File: config.mk
export PLATFORM = sky130hd
export DESIGN_NAME = datapath
export DESIGN_NICKNAME = d
export VERILOG_FILES = /design/src/rtl/datapath_pkg.sv /design/src/rtl/datapath_ram.sv /design/src/rtl/datapath.sv
export SDC_FILE = /design/constraint.sdc
export NUM_CORES = 1
export LEC_CHECK = 0
export ABC_AREA = 1
export ABC_CLOCK_PERIOD_IN_PS = 8700
export CORE_MARGIN = 2
export CORE_UTILIZATION = 35
export DETAILED_ROUTE_END_ITERATION = 12
export SYNTH_ARGS = -nofsm -noshare
export SYNTH_HDL_FRONTEND = slang
export SYNTH_SLANG_ARGS = --single-unit
File: constraint.sdc
create_clock -name Clock -period 8.7 [get_ports Clock]
set_clock_uncertainty 0.15 [all_clocks]
set_input_delay 2.175 -clock Clock [delete_from_list [all_inputs] [get_ports Clock]]
set_output_delay 2.175 -clock Clock [all_outputs]
set_load 0.02 [all_outputs]
File: src/rtl/datapath_pkg.sv
// Shared definitions for the accumulator datapath: default widths and the
// encoding of the accumulator source select.
package datapath_pkg;

  localparam int DEF_DATA_W = 8;
  localparam int DEF_ADDR_W = 5;

  // Accumulator source select encodings.
  typedef enum logic [1:0] {
    ASEL_ALU  = 2'd0,
    ASEL_IN   = 2'd1,
    ASEL_MEM  = 2'd2,
    ASEL_ZERO = 2'd3
  } asel_e;

endpackage : datapath_pkg

File: src/rtl/datapath_ram.sv
// Word-wide memory with combinational read and rising-edge write.
module datapath_ram
  import datapath_pkg::*;
#(
  parameter int DATA_W = DEF_DATA_W,
  parameter int ADDR_W = DEF_ADDR_W
) (
  input  logic              clk,
  input  logic              we,
  input  logic [ADDR_W-1:0] addr,
  input  logic [DATA_W-1:0] wdata,
  output logic [DATA_W-1:0] rdata
);

  localparam int DEPTH = 2 ** ADDR_W;

  logic [DATA_W-1:0] mem [DEPTH];

  // Synchronous write of the addressed word.
  // NOTE: the array has no reset branch on purpose; contents survive reset and
  // a reset loop over every word would block RAM inference.
  always_ff @(posedge clk) begin
    if (we) begin
      mem[addr] <= wdata;
    end
  end

  // Read is asynchronous, so data follows the address within the same cycle.
  assign rdata = mem[addr];

endmodule : datapath_ram

File: src/rtl/datapath.sv
// Accumulator datapath: accumulator A, instruction register, program counter,
// add/subtract ALU and a small word memory. All sequencing comes from the
// external control inputs.
module datapath
  import datapath_pkg::*;
#(
  parameter int DATA_W = DEF_DATA_W,
  parameter int ADDR_W = DEF_ADDR_W
) (
  input  logic              Clock,
  input  logic              Reset,
  input  logic              PCload,
  input  logic              JMPmux,
  input  logic              IRload,
  input  logic              Meminst,
  input  logic              MemWr,
  input  logic              Aload,
  input  logic              Sub,
  input  logic [1:0]        Asel,
  input  logic [DATA_W-1:0] data_in,
  output logic              Aeq0,
  output logic              Apos,
  output logic [2:0]        IR,
  output logic [DATA_W-1:0] data_out
);

  logic [DATA_W-1:0] a_q;
  logic [DATA_W-1:0] ir_q;
  logic [ADDR_W-1:0] pc_q;

  logic [ADDR_W-1:0] mem_addr;
  logic [DATA_W-1:0] mem_rdata;
  logic [DATA_W-1:0] alu_result;
  logic [DATA_W-1:0] a_next;
  logic [ADDR_W-1:0] pc_next;
  logic              mem_we;

  // Address comes either from the IR operand field or the program counter.
  assign mem_addr = Meminst ? ir_q[ADDR_W-1:0] : pc_q;

  // Writes are suppressed during reset so memory is left untouched.
  assign mem_we = MemWr & ~Reset;

  datapath_ram #(
    .DATA_W(DATA_W),
    .ADDR_W(ADDR_W)
  ) u_ram (
    .clk  (Clock),
    .we   (mem_we),
    .addr (mem_addr),
    .wdata(a_q),
    .rdata(mem_rdata)
  );

  // ALU: modular add or subtract, no carry out.
  assign alu_result = Sub ? (a_q - mem_rdata) : (a_q + mem_rdata);

  // Accumulator source mux.
  always_comb begin
    // NOTE: default assigned first so no path through the case leaves a_next
    // unassigned, which would infer a latch.
    a_next = '0;
    case (asel_e'(Asel))
      ASEL_ALU:  a_next = alu_result;
      ASEL_IN:   a_next = data_in;
      ASEL_MEM:  a_next = mem_rdata;
      ASEL_ZERO: a_next = '0;
      default:   a_next = '0;
    endcase
  end

  // Next PC: jump target from IR operand field, or increment with wrap.
  assign pc_next = JMPmux ? ir_q[ADDR_W-1:0] : pc_q + ADDR_W'(1);

  // Register file update; reset overrides every load enable.
  always_ff @(posedge Clock) begin
    // NOTE: non-blocking assignments so every register samples pre-edge values,
    // e.g. the memory write sees the old A while A itself is being loaded.
    if (Reset) begin
      a_q  <= '0;
      ir_q <= '0;
      pc_q <= '0;
    end else begin
      if (Aload)  a_q  <= a_next;
      if (IRload) ir_q <= mem_rdata;
      if (PCload) pc_q <= pc_next;
    end
  end

  // Status and data outputs decoded straight from the registers.
  assign Aeq0     = (a_q == '0);
  assign Apos     = ~a_q[DATA_W-1];
  assign IR       = ir_q[DATA_W-1 -: 3];
  assign data_out = a_q;

endmodule : datapath

# Yosys cells after proc, flatten, opt, wreduce, memory -nomap -nowiden
# Memory sizes are Yosys's and may differ from the RTL's.
# Cells that the tools add are included.
[totals]
reg_bits = 21
latch_bits = 0
mem_bits_rw = 256
romBits = 0
in_bits = 19
out_inout_bits = 13
memories = 1
[mem_list]
columns = ["memory", "words", "word_bits", "rd", "rd_ports_with_merged_regs", "write_ports", "line_no", "source"]
rows = [
  ["u_ram.mem", 32, 8, 1, 0, 1, "datapath_ram.sv:17", "logic [DATA_W-1:0] mem [DEPTH];"],
]
[classes]
n_addsub = 3
n_mul = 0
div = 0
order_cmp = 0
eq_ne = 3
shifts = 0
mux = 6
n_bitwise = 3
n_reduce_logical = 2
[op_table]
columns = ["operator", "n"]
rows = [
  ["$pmux 8 s4", 1],
  ["$mux 5", 2],
  ["$add 8x8->8", 1],
  ["$logic_not 8->1", 1],
  ["$mux 8", 1],
  ["$sub 8x8->8", 1],
  ["$add 5x1->5 const B", 1],
  ["$eq 2x2->1 const B", 2],
  ["$eq 2x1->1 const B", 1],
  ["$logic_not 2->1", 1],
  ["$mux 1", 2],
  ["$not 1->1", 2],
  ["$and 1x1->1", 1],
]

# Longest topological paths before layout
# Gate-level depths: netlist (run 1).
# An unclocked memory read counts as a cell.
[logic_depth]
ltp_word = 5
ltp_mapped = 29

# By module
# Synthesis (run 1) repeated with hierarchy kept, for this count alone.
[unflattened]
cells_unflattened = 1291
hier_area_um2 = 12396.9
[modules_own_cells]
columns = ["module", "instances", "cells_per_inst", "area_each_um2", "seq_area_each_um2"]
rows = [
  ["datapath_ram", 1, 1055, 10827.9, 7687.4],
  ["datapath", 1, 236, 1569.0, 420.4],
]

# Least setup slack after synthesis (run 1)
# No wires, ideal clock.
[synth_path]
path_kind = "input -> register"
start = "input Meminst"
end = "register a_q[6], in the netlist data_out[6]"
setup_ns = 0.118
arrival_time_ns = 4.970
t_required_ns = 8.432
setup_slack_ns = 3.461
path_stages = 21
n_path_buf = 1
path_cell_list = "buf_6 o21ai_4 inv_4 nor3_2 nand2_1 nand2_1 nor2_1 nand2_1 inv_2 ha_1 inv_1 o21ai_0 fa_1 o221ai_1 nand2_1 nand2_1 a21oi_1 o21ai_0 a21oi_1 o221ai_1 inv_1"
[synth_between]
elab_chain_cells = 5
elab_cells_between_ends = 6
classes_between = "add/sub (2); mux (3); memory (1)"
[synth_rtl]
columns = ["item", "line_no", "source"]
rows = [
  ["start, declared", "datapath.sv:15", "input logic Meminst,"],
  ["$mux 5 (*)", "datapath.sv:39", "assign mem_addr = Meminst ? ir_q[ADDR_W-1:0] : pc_q;"],
  ["$mem_v2 32x8 (*)", "-", ""],
  ["$add 8x8->8 / $sub 8x8->8 (equally long branches)", "datapath.sv:56", "assign alu_result = Sub ? (a_q - mem_rdata) : (a_q + mem_rdata);"],
  ["$mux 8", "datapath.sv:56", ""],
  ["$pmux 8 s4 (*)", "datapath.sv:63", "case (asel_e'(Asel))"],
  ["end signal, assigned", "datapath.sv:84", "if (Aload) a_q <= a_next;"],
  ["end, declared", "datapath.sv:27", "logic [DATA_W-1:0] a_q;"],
]
# Every way passes the cells marked *; elsewhere a longest branch is shown, timed or not.
# A chain may end at the register's enable or synchronous reset.

# Worst setup path in the final report (run 1)
[layout_path]
start = "input Meminst"
end = "register a_q[5], in the netlist data_out[5]"
# The elaborated chain is that of the path after synthesis.

==> flow_metrics.py, run 1 <==
metrics = {
    "power_and_ir_drop": {
        "leakage_nw": 5.72,
        "cellPowerDensity_nw_per_um2": 230,
        "vdd.ir_drop.worst_mv": 0.156,
    },
    "placed_design": {
        "hpwl_mm": 19.4,
        "gp_routability_congestion": 0.863,
        "io_buffer_count": 31,
        "dp_slack_ps": 1150,
    },
    "critical_path": {
        "worstPathRequired_ps": 9030,
        "worst_setup_path_class": "in2reg",
        "cp.buffers_inverters": 5,
        "timing.critical_path.slowest_cell_delay_ps": 960,
        "signal_arrival_time_at_the_worst_endpoint_ps": 7390,
        "critical_path.endpoint_type": "flop",
        "worst-path-max-fanout": 46,
        "cpMaxStageDelayCell": "clkdlybuf4s50_1",
        "cp_top_family": "simple AND/OR/NAND/NOR gates",
        "crit_path_start_kind": "input port",
        "cpMostUsedCell": "nand2_1",
    },
    "cells_and_area": {
        "layout_commonest_cell": "nand2_1",
        "antenna-diode-count": 0,
        "drive_gt1_frac": 0.0679,
        "area_delta_synth_final_pct": 13.2,
        "finalNetCount": 1331,
        "fillerInstances": 3352,
        "finalCoreUtilization": 0.400,
        "multiInputGateArea_um2": 3790,
        "area.sequential_um2": 8110,
        "layout_common_cells": "640 x nand2_1, 256 x edfxtp_1, 83 x nor2_1",
    },
    "grt": {
        "globalRouteMet1Util": 0.245,
        "number_of_global_route_vias_before_repair": 8387,
        "grt_met2_usage": 0.276,
        "antenna_found_initial": 0,
        "globalRouteMet3Util": 0.0215,
        "grt_use_total": 0.172,
        "largest_net_degree_at_the_start_of_global_routing": 66,
        "grt_most_used_layer": "met2",
        "grt_first_pass_wirelength_mm": 48.7,
        "total_congestion_overflow_after_global_routing": 0,
    },
    "detailed_routing": {
        "first_pass_iters": 5,
        "residual_drc_count": 0,
        "routed_wire_length_mm": 31.6,
        "route.antenna.remaining_nets": 0,
        "route.detailed.vias_per_inst": 4.91,
        "detail_route.wl_per_cell_um": 17.7,
        "number_of_drc_markers_in_iteration_0": 876,
        "via_count_of_the_routed_design": 8775,
    },
    "sta": {
        "rsz0062_at_grt": "no",
        "setup_slack_ps": 1640,
        "timing_worst_slew_pin_value_ps": 900,
        "max_freq_ghz": 0.142,
        "setup_viol": 0,
        "slew_limit_fails": 0,
        "slew_headroom": 0.398,
        "timing.setup.tns_ps": 0,
        "final_period_minus_worst_setup_slack_ps": 7060,
        "period_share": 0.812,
        "hold_violations": 0,
        "hold_slack_ps": 344,
    },
    "logic_synthesis": {
        "number_of_enable_flip_flop_cells_after_synthesis": 256,
        "synth-seq-cells": 277,
        "synth_largest_type_area_fraction": 0.616,
        "syn_area_per_cell_um2": 9.81,
        "synthDominantAreaCellType": "edfxtp_1",
        "synthesis.area_um2": 12500,
        "synth_async_sr_flop_share": 0,
        "synth_fp_nets": 1301,
        "post_synth_num_cell_types": 40,
        "ys_seq_area_frac": 0.649,
        "yosysWarnings": 0,
        "dominantRegCellSynth": "edfxtp_1",
        "netlist_instances": 1272,
        "yosys-top-cells-area": "edfxtp_1 62%, nand2_1 19%, dfxtp_1 3.4%",
    },
    "cts": {
        "ctsHoldBuffers": 0,
        "ctsHtreeMaxLevel": 1,
        "clk_path_buf_depth": 3,
        "tritoncts": "done",
        "clock_latency_ps": 550,
        "numCtsBuffers": 30,
        "tritoncts_num_sinks": 277,
        "cts.repair_timing.setup_buffer_count": 0,
        "post_cts.resized_instances": 0,
        "cts_root_buffer": "clkbuf_16",
        "clkTransAtPathRegs_ps": 70,
    },
    "floorplan": {
        "die-width_um": 193,
        "fp.dieArea_um2": 37200,
        "core-area_um2": 35300,
        "floorplan.die.height_um": 193,
        "pin_count": 32,
        "placementRows": 69,
        "initial_core_util": 0.354,
    },
    "flow_run": {
        "maxCapViolCount": 0,
    },
    "min_path": {
        "min_path_type": "reg2reg",
    },
    "run_status": {
        "status": "completed",
    },
}
==> kinds of logic (layout without fill, tap and decap cells) <==
group                    after synthesis  after routing  synth area share
adder cells (fa/ha/maj)               10             10            0.0106
buffers and inverters                120            174            0.0475
flip-flops                           277            277             0.649
AND/OR/NAND/NOR                      782            782             0.248
AO/OA/AOI/OAI                         75             75            0.0385
XOR/XNOR                               8              8           0.00561
==> cells in the mapped netlist (3+ instances only) <==
library cell,count
a211oi_1,5
buf_6,13
nor3_2,5
o21ai_1,8
clkbuf_1,12
a31oi_1,3
nor2_2,4
nand3_1,33
nand2_2,7
o21ai_2,3
xor2_1,5
a221oi_1,4
buf_2,17
nand2_1,640
nor2_1,83
xnor2_1,3
o21ai_0,23
nor3_4,3
dfxtp_1,21
a21oi_1,15
inv_2,4
buf_4,5
edfxtp_1,256
o211ai_1,5
ha_1,9
inv_1,66
==> metal layers <==
| layer | part of all wire | vias up |
|---|---|---|
| met1 | 0.46 | 4197 |
| met5 | 0 | - |
| met2 | 0.46 | 291 |
| li1 | - | 4230 |
| met3 | 0.058 | 57 |
| met4 | 0.027 | 0 |
==> sequential cells by signal (all words and copies together), names as in the netlist <==
name	cells
u_ram.mem	256
ir_q	8
pc_q	5
data_out	8
==> path summary, 6_finish.rpt <==
| check | startpoint | cells past startpoint | slack, ps | endpoint |
|---|---|---|---|---|
| worst max register to register | ir_q[0] | 26 | 3990 | data_out[5] |
| worst max-delay path | Meminst | 27 | 1640 | data_out[5] |
| worst min register to register | ir_q[5] | 2 | 340 | ir_q[5] |
| worst min-delay path | ir_q[5] | 2 | 340 | ir_q[5] |
==> layout make-up <==
type	instances	area share
repair buffers	46	0.0308
inverters	72	0.0195
clock inverters	17	0.00939
flip-flops and latches	277	0.574
well taps	461	0.0408
clock buffers	39	0.0570
multi-input cells	875	0.269
==> where the power goes <==
part	leakage [nW]	internal [mW]	switching (mW)
clock network	0.459	0.709	0.512
registers	2.51	1.50	0.0119
logic	2.75	0.152	0.368
==> stage by stage <==
step / cell area [um2] / cells / power (mW)
floorplan: 12500 / 1272 / 1.89
global placement: 13200 / 1731 / 2.05
detailed placement: 13200 / 1731 / 2.05
CTS: 14100 / 1787 / 3.26
global route: 14100 / 1787 / 3.37
finish: 14100 / 1787 / 3.25
==> worst reg2reg max path, cell delays in order, from the launching register on <==
cell	delay, ps
dfxtp_1	400
nand2_1	310
nand2_4	570
buf_12	300
nand2_1	110
nand2_1	70
nand2_1	50
nand2_1	100
nand2_1	50
nand2_1	140
nor2_1	70
nand2_1	180
inv_2	80
ha_1	290
inv_1	30
o21ai_0	320
inv_1	110
ha_1	200
nand2_1	60
nand2_1	40
a31oi_1	240
or2_2	180
nand2_1	50
a21oi_1	160
xnor2_1	140
nand2_1	70
a31oi_1	180
Note: power is estimated with default switching activity, not from simulation.
==> run 2, diff against run 1 <==
ABC_CLOCK_PERIOD_IN_PS = 6000   (was 8700)
clock period = 6 ns   (was 8.7 ns; I/O delays follow)
==> run 2 against run 1 <==
Worst hold slack worse by 9.2 ps. Combinational power increased by 48%. Final cell count rose by 0.50%. Sequential share of layout area shrank 0.64 points. Count of clock-buffer cells in the layout fell by 4. Via count shrank 0.56%. Non-clock buffer count up 12.
==> flow_metrics.py, run 2 (synthesis results as in run 1) <==
metrics = {
    "cells_and_area": {
        "layout_common_cells": "640 x nand2_1, 256 x edfxtp_1, 83 x nor2_1",
        "area_delta_synth_final_pct": 14.5,
        "finalCoreUtilization": 0.405,
        "antenna-diode-count": 0,
        "drive_gt1_frac": 0.0772,
        "layout_commonest_cell": "nand2_1",
        "largest_reg_flops": 256,
        "fillerInstances": 3396,
        "registers.top_by_ff_count": "u_ram.mem",
        "finalNetCount": 1343,
    },
    "critical_path": {
        "timing.critical_path.slowest_cell_delay_ps": 520,
        "cpMostUsedCell": "nand2_1",
        "critical_path.endpoint_type": "flop",
        "worstPathRequired_ps": 6340,
        "signal_arrival_time_at_the_worst_endpoint_ps": 5650,
        "crit_path_start_kind": "input port",
        "cp_top_family": "simple AND/OR/NAND/NOR gates",
        "worst-path-max-fanout": 11,
        "cp.buffers_inverters": 6,
        "worst_setup_path_class": "in2reg",
        "cpMaxStageDelayCell": "clkdlybuf4s50_1",
    },
    "floorplan": {
        "fp.dieArea_um2": 37200,
        "pin_count": 32,
        "initial_core_util": 0.354,
        "core-area_um2": 35300,
        "floorplan.die.height_um": 193,
        "placementRows": 69,
        "die-width_um": 193,
    },
    "cts": {
        "clk_path_buf_depth": 3,
        "tritoncts": "done",
        "post_cts.resized_instances": 0,
        "clkTransAtPathRegs_ps": 60,
        "tritoncts_num_sinks": 277,
        "numCtsBuffers": 30,
        "cts.repair_timing.setup_buffer_count": 0,
        "clock_latency_ps": 570,
        "ctsHtreeMaxLevel": 1,
        "ctsHoldBuffers": 0,
        "cts_root_buffer": "clkbuf_16",
    },
    "sta": {
        "slew_limit_fails": 0,
        "rsz0062_at_grt": "no",
        "slew_headroom": 0.436,
        "hold_violations": 0,
        "hold_slack_ps": 335,
        "setup_slack_ps": 693,
        "max_freq_ghz": 0.188,
        "period_share": 0.885,
        "timing_worst_slew_pin_value_ps": 843,
        "timing.setup.tns_ps": 0,
        "setup_viol": 0,
        "final_period_minus_worst_setup_slack_ps": 5310,
    },
    "flow_run": {
        "maxCapViolCount": 0,
    },
    "power_and_ir_drop": {
        "finalPower_mw": 4.75,
        "cellPowerDensity_nw_per_um2": 332,
        "power_frac_seq": 0.460,
        "p_int_mw": 3.45,
        "total_switching_power_mw": 1.30,
        "power.share.clock": 0.378,
        "netSwitchingFraction": 0.274,
        "leakage_nw": 5.80,
        "vdd.ir_drop.worst_mv": 0.263,
        "p_comb_frac": 0.162,
    },
    "grt": {
        "grt_use_total": 0.174,
        "largest_net_degree_at_the_start_of_global_routing": 48,
        "grt_met2_usage": 0.277,
        "grt_first_pass_wirelength_mm": 48.9,
        "antenna_found_initial": 0,
        "globalRouteMet1Util": 0.244,
        "globalRouteMet3Util": 0.0258,
        "number_of_global_route_vias_before_repair": 8372,
        "total_congestion_overflow_after_global_routing": 0,
        "grt_most_used_layer": "met2",
    },
    "detailed_routing": {
        "residual_drc_count": 0,
        "route.detailed.vias_per_inst": 4.86,
        "routed_wire_length_mm": 32.0,
        "route.antenna.remaining_nets": 0,
        "via_count_of_the_routed_design": 8726,
        "detail_route.wl_per_cell_um": 17.8,
        "number_of_drc_markers_in_iteration_0": 888,
        "first_pass_iters": 5,
    },
    "run_status": {
        "status": "completed",
    },
    "min_path": {
        "min_path_type": "reg2reg",
    },
    "placed_design": {
        "io_buffer_count": 31,
        "gp_routability_congestion": 0.902,
        "hpwl_mm": 20.3,
        "dp_slack_ps": 182,
    },
}
[run 2: changes by cell type in the layout (fill, tap and decap cells not counted)]
cell / previous run / this run
clkbuf_1: 8 / 5
buf_4: 14 / 21
clkbuf_16: 31 / 30
bufinv_16: 2 / 3
buf_12: 1 / 6
clkinv_8: 0 / 1
clkinv_1: 7 / 6
[run 2: final timing paths]
path                              start     endpoint  slack, ps  depth (start not counted)
worst max-delay path            Meminst  data_out[5]        690                         25
worst min-delay path            ir_q[6]      ir_q[6]        330                          2
worst max register to register  ir_q[0]  data_out[5]       1890                         26
worst min register to register  ir_q[6]      ir_q[6]        330                          2
[run 2: power groups by stage]
stage / clock, mW / sequential (mW) / combinational (mW)
final: 1.79 / 2.19 / 0.768
after global routing: 1.88 / 2.19 / 0.858
after CTS: 1.81 / 2.19 / 0.771
after detailed placement: 0 / 2.23 / 0.768
after global placement: 0 / 2.23 / 0.762
after floorplan: 0 / 2.26 / 0.484
[run 2: final cells by class]
| class | count | area, um2 | area share |
|---|---|---|---|
| well taps | 461 | 577 | 0.0404 |
| multi-input cells | 875 | 3790 | 0.266 |
| clock buffers | 35 | 769 | 0.0539 |
| flip-flops and latches | 277 | 8110 | 0.567 |
| inverters | 72 | 275 | 0.0193 |
| repair buffers | 58 | 588 | 0.0412 |
| clock inverters | 18 | 175 | 0.0123 |
[run 2: worst reg2reg max path, delay by kind of cell, from the launching register on]
kind / cells / cell delay (ps)
AND/OR/NAND/NOR: 15 / 1550
AO/OA/AOI/OAI: 4 / 860
adder cells (fa/ha/maj): 2 / 470
buffers and inverters: 4 / 460
flip-flops: 1 / 400
XOR/XNOR: 1 / 130
[run 2: metal layers]
layer	up-vias	share of wire	wire length, um
met1	4152	0.45	14500
met3	52	0.063	2030
li1	4246	-	-
met4	0	0.025	813
met2	276	0.46	14700
met5	-	0	0
[run 2: through the flow]
step	cell area, um2	instances
floorplan	12500	1272
global placement	13300	1743
detailed placement	13300	1743
CTS	14300	1796
global route	14300	1796
finish	14300	1796
==> run 3, diff against run 2 <==
SETUP_SLACK_MARGIN = 0.4   (was default)
==> run 3 against run 2 <==
Worst hold slack is essentially flat. Sequential share of layout area shrank 0.089 points. Setup slack gained 50 ps. Clock power is essentially flat. Count of clock-buffer cells in the layout is the same. Global-route usage is the same. Via count grew 0.49%. Final cell count grew 0.17%. Total power grew 0.12%. Sequential power is essentially flat. Non-clock buffer count grew 3. Wire length grew 0.27%.
==> flow_metrics.py, run 3 (synthesis results as in run 1) <==
metrics = {
    "run_status": {
        "status": "completed",
    },
    "critical_path": {
        "critical_path.endpoint_type": "flop",
        "crit_path_start_kind": "input port",
        "cpMaxStageDelayCell": "nor3_2",
        "signal_arrival_time_at_the_worst_endpoint_ps": 5600,
        "cpMostUsedCell": "nand2_1",
        "path_cells": "clkdlybuf4s50_1 > buf_4 > o21ai_2 > nor3_2 > nand2_1 > nand2_1 > nor2_1 > nand2_1 > inv_2 > ha_1 > nor2_1 > xnor2_1 > ha_1 > nand2_1 > nand2_1 > a31oi_1 > or2_2 > nand2_1 > a21oi_1 > xnor2_1 > nand2_1 > a31oi_1",
        "worstPathRequired_ps": 6340,
        "worst-path-max-fanout": 11,
        "worst_setup_path_class": "in2reg",
        "timing.critical_path.slowest_cell_delay_ps": 560,
    },
    "sta": {
        "setup_viol": 0,
        "hold_slack_ps": 335,
        "slew_headroom": 0.428,
        "timing_worst_slew_pin_value_ps": 855,
        "final_period_minus_worst_setup_slack_ps": 5260,
        "timing.setup.tns_ps": 0,
        "slew_limit_fails": 0,
        "hold_violations": 0,
        "max_freq_ghz": 0.190,
        "rsz0062_at_grt": "no",
        "period_share": 0.876,
    },
    "floorplan": {
        "pin_count": 32,
        "fp.dieArea_um2": 37200,
        "placementRows": 69,
        "floorplan.die.height_um": 193,
        "die-width_um": 193,
        "initial_core_util": 0.354,
        "core-area_um2": 35300,
    },
    "cells_and_area": {
        "registers.top_by_ff_count": "u_ram.mem",
        "layout_common_cells": "640 x nand2_1, 256 x edfxtp_1, 83 x nor2_1",
        "largest_reg_flops": 256,
        "area_delta_synth_final_pct": 14.6,
        "antenna-diode-count": 0,
        "layout_commonest_cell": "nand2_1",
        "drive_gt1_frac": 0.0792,
        "finalNetCount": 1346,
        "finalCoreUtilization": 0.405,
    },
    "flow_run": {
        "maxCapViolCount": 0,
    },
    "detailed_routing": {
        "route.antenna.remaining_nets": 0,
        "number_of_drc_markers_in_iteration_0": 834,
        "route.detailed.vias_per_inst": 4.87,
        "routed_wire_length_mm": 32.1,
        "first_pass_iters": 5,
        "detail_route.wl_per_cell_um": 17.8,
        "residual_drc_count": 0,
        "via_count_of_the_routed_design": 8769,
    },
    "grt": {
        "grt_use_total": 0.174,
        "number_of_global_route_vias_before_repair": 8372,
        "total_congestion_overflow_after_global_routing": 0,
        "grt_first_pass_wirelength_mm": 48.9,
        "antenna_found_initial": 0,
        "largest_net_degree_at_the_start_of_global_routing": 48,
    },
    "cts": {
        "numCtsBuffers": 30,
        "cts.repair_timing.setup_buffer_count": 0,
        "tritoncts_num_sinks": 277,
        "post_cts.resized_instances": 0,
        "clkTransAtPathRegs_ps": 60,
        "ctsHtreeMaxLevel": 1,
        "clock_latency_ps": 560,
        "cts_root_buffer": "clkbuf_16",
        "clk_path_buf_depth": 3,
        "tritoncts": "done",
        "ctsHoldBuffers": 0,
    },
    "power_and_ir_drop": {
        "leakage_nw": 5.82,
        "cellPowerDensity_nw_per_um2": 332,
        "vdd.ir_drop.worst_mv": 0.263,
        "finalPower_mw": 4.75,
    },
    "placed_design": {
        "io_buffer_count": 31,
        "gp_routability_congestion": 0.902,
        "hpwl_mm": 20.3,
    },
    "min_path": {
        "min_path_type": "reg2reg",
    },
}
-- run 3: changes by cell type in the layout (fill, tap and decap cells not counted) --
cell   previous run  this run
buf_4            21        24
-- run 3: final timing paths --
path           start           to  slack [ps]  cells past startpoint
max          Meminst  data_out[5]         740                     22
min          ir_q[6]      ir_q[6]         340                      2
max reg2reg  ir_q[0]  data_out[5]        1890                     25
min reg2reg  ir_q[6]      ir_q[6]         340                      2
-- run 3: through the flow --
| step | area [um2] | instances | setup slack [ps] |
|---|---|---|---|
| floorplan | 12500 | 1272 | 1440 |
| finish | 14300 | 1799 | 743 |
| global route | 14300 | 1799 | 431 |
| CTS | 14300 | 1796 | 734 |
| global placement | 13300 | 1743 | 234 |
| detailed placement | 13300 | 1743 | 182 |
-- run 3: critical path: cells and delay by family --
| family | cells | cell delay [ps] |
|---|---|---|
| compound gates | 4 | 730 |
| xor+xnor | 2 | 290 |
| buf+inv | 3 | 850 |
| fa+ha+maj | 2 | 540 |
| simple gates | 11 | 1650 |
-- run 3: report_power, final --
part	internal, mW	leakage [nW]	switching (mW)
clock	1.04	0.462	0.757
sequential	2.17	2.51	0.0162
combinational	0.237	2.84	0.533
-- run 3: cell type report --
type | count | area (um2)
clock inverter | 18 | 175
multi-input combinational | 875 | 3790
fill | 3394 | 21000
timing repair buffer | 61 | 611
sequential | 277 | 8110
tap | 461 | 577
clock buffer | 35 | 769
inverter | 72 | 275
-- run 3: metal layers --
metal,vias up,global-route usage,share of wire
met1,4181,0.244,0.45
met4,0,0.0552,0.025
met5,-,0,0
met3,52,0.0258,0.061
li1,4254,-,-
met2,282,0.277,0.46
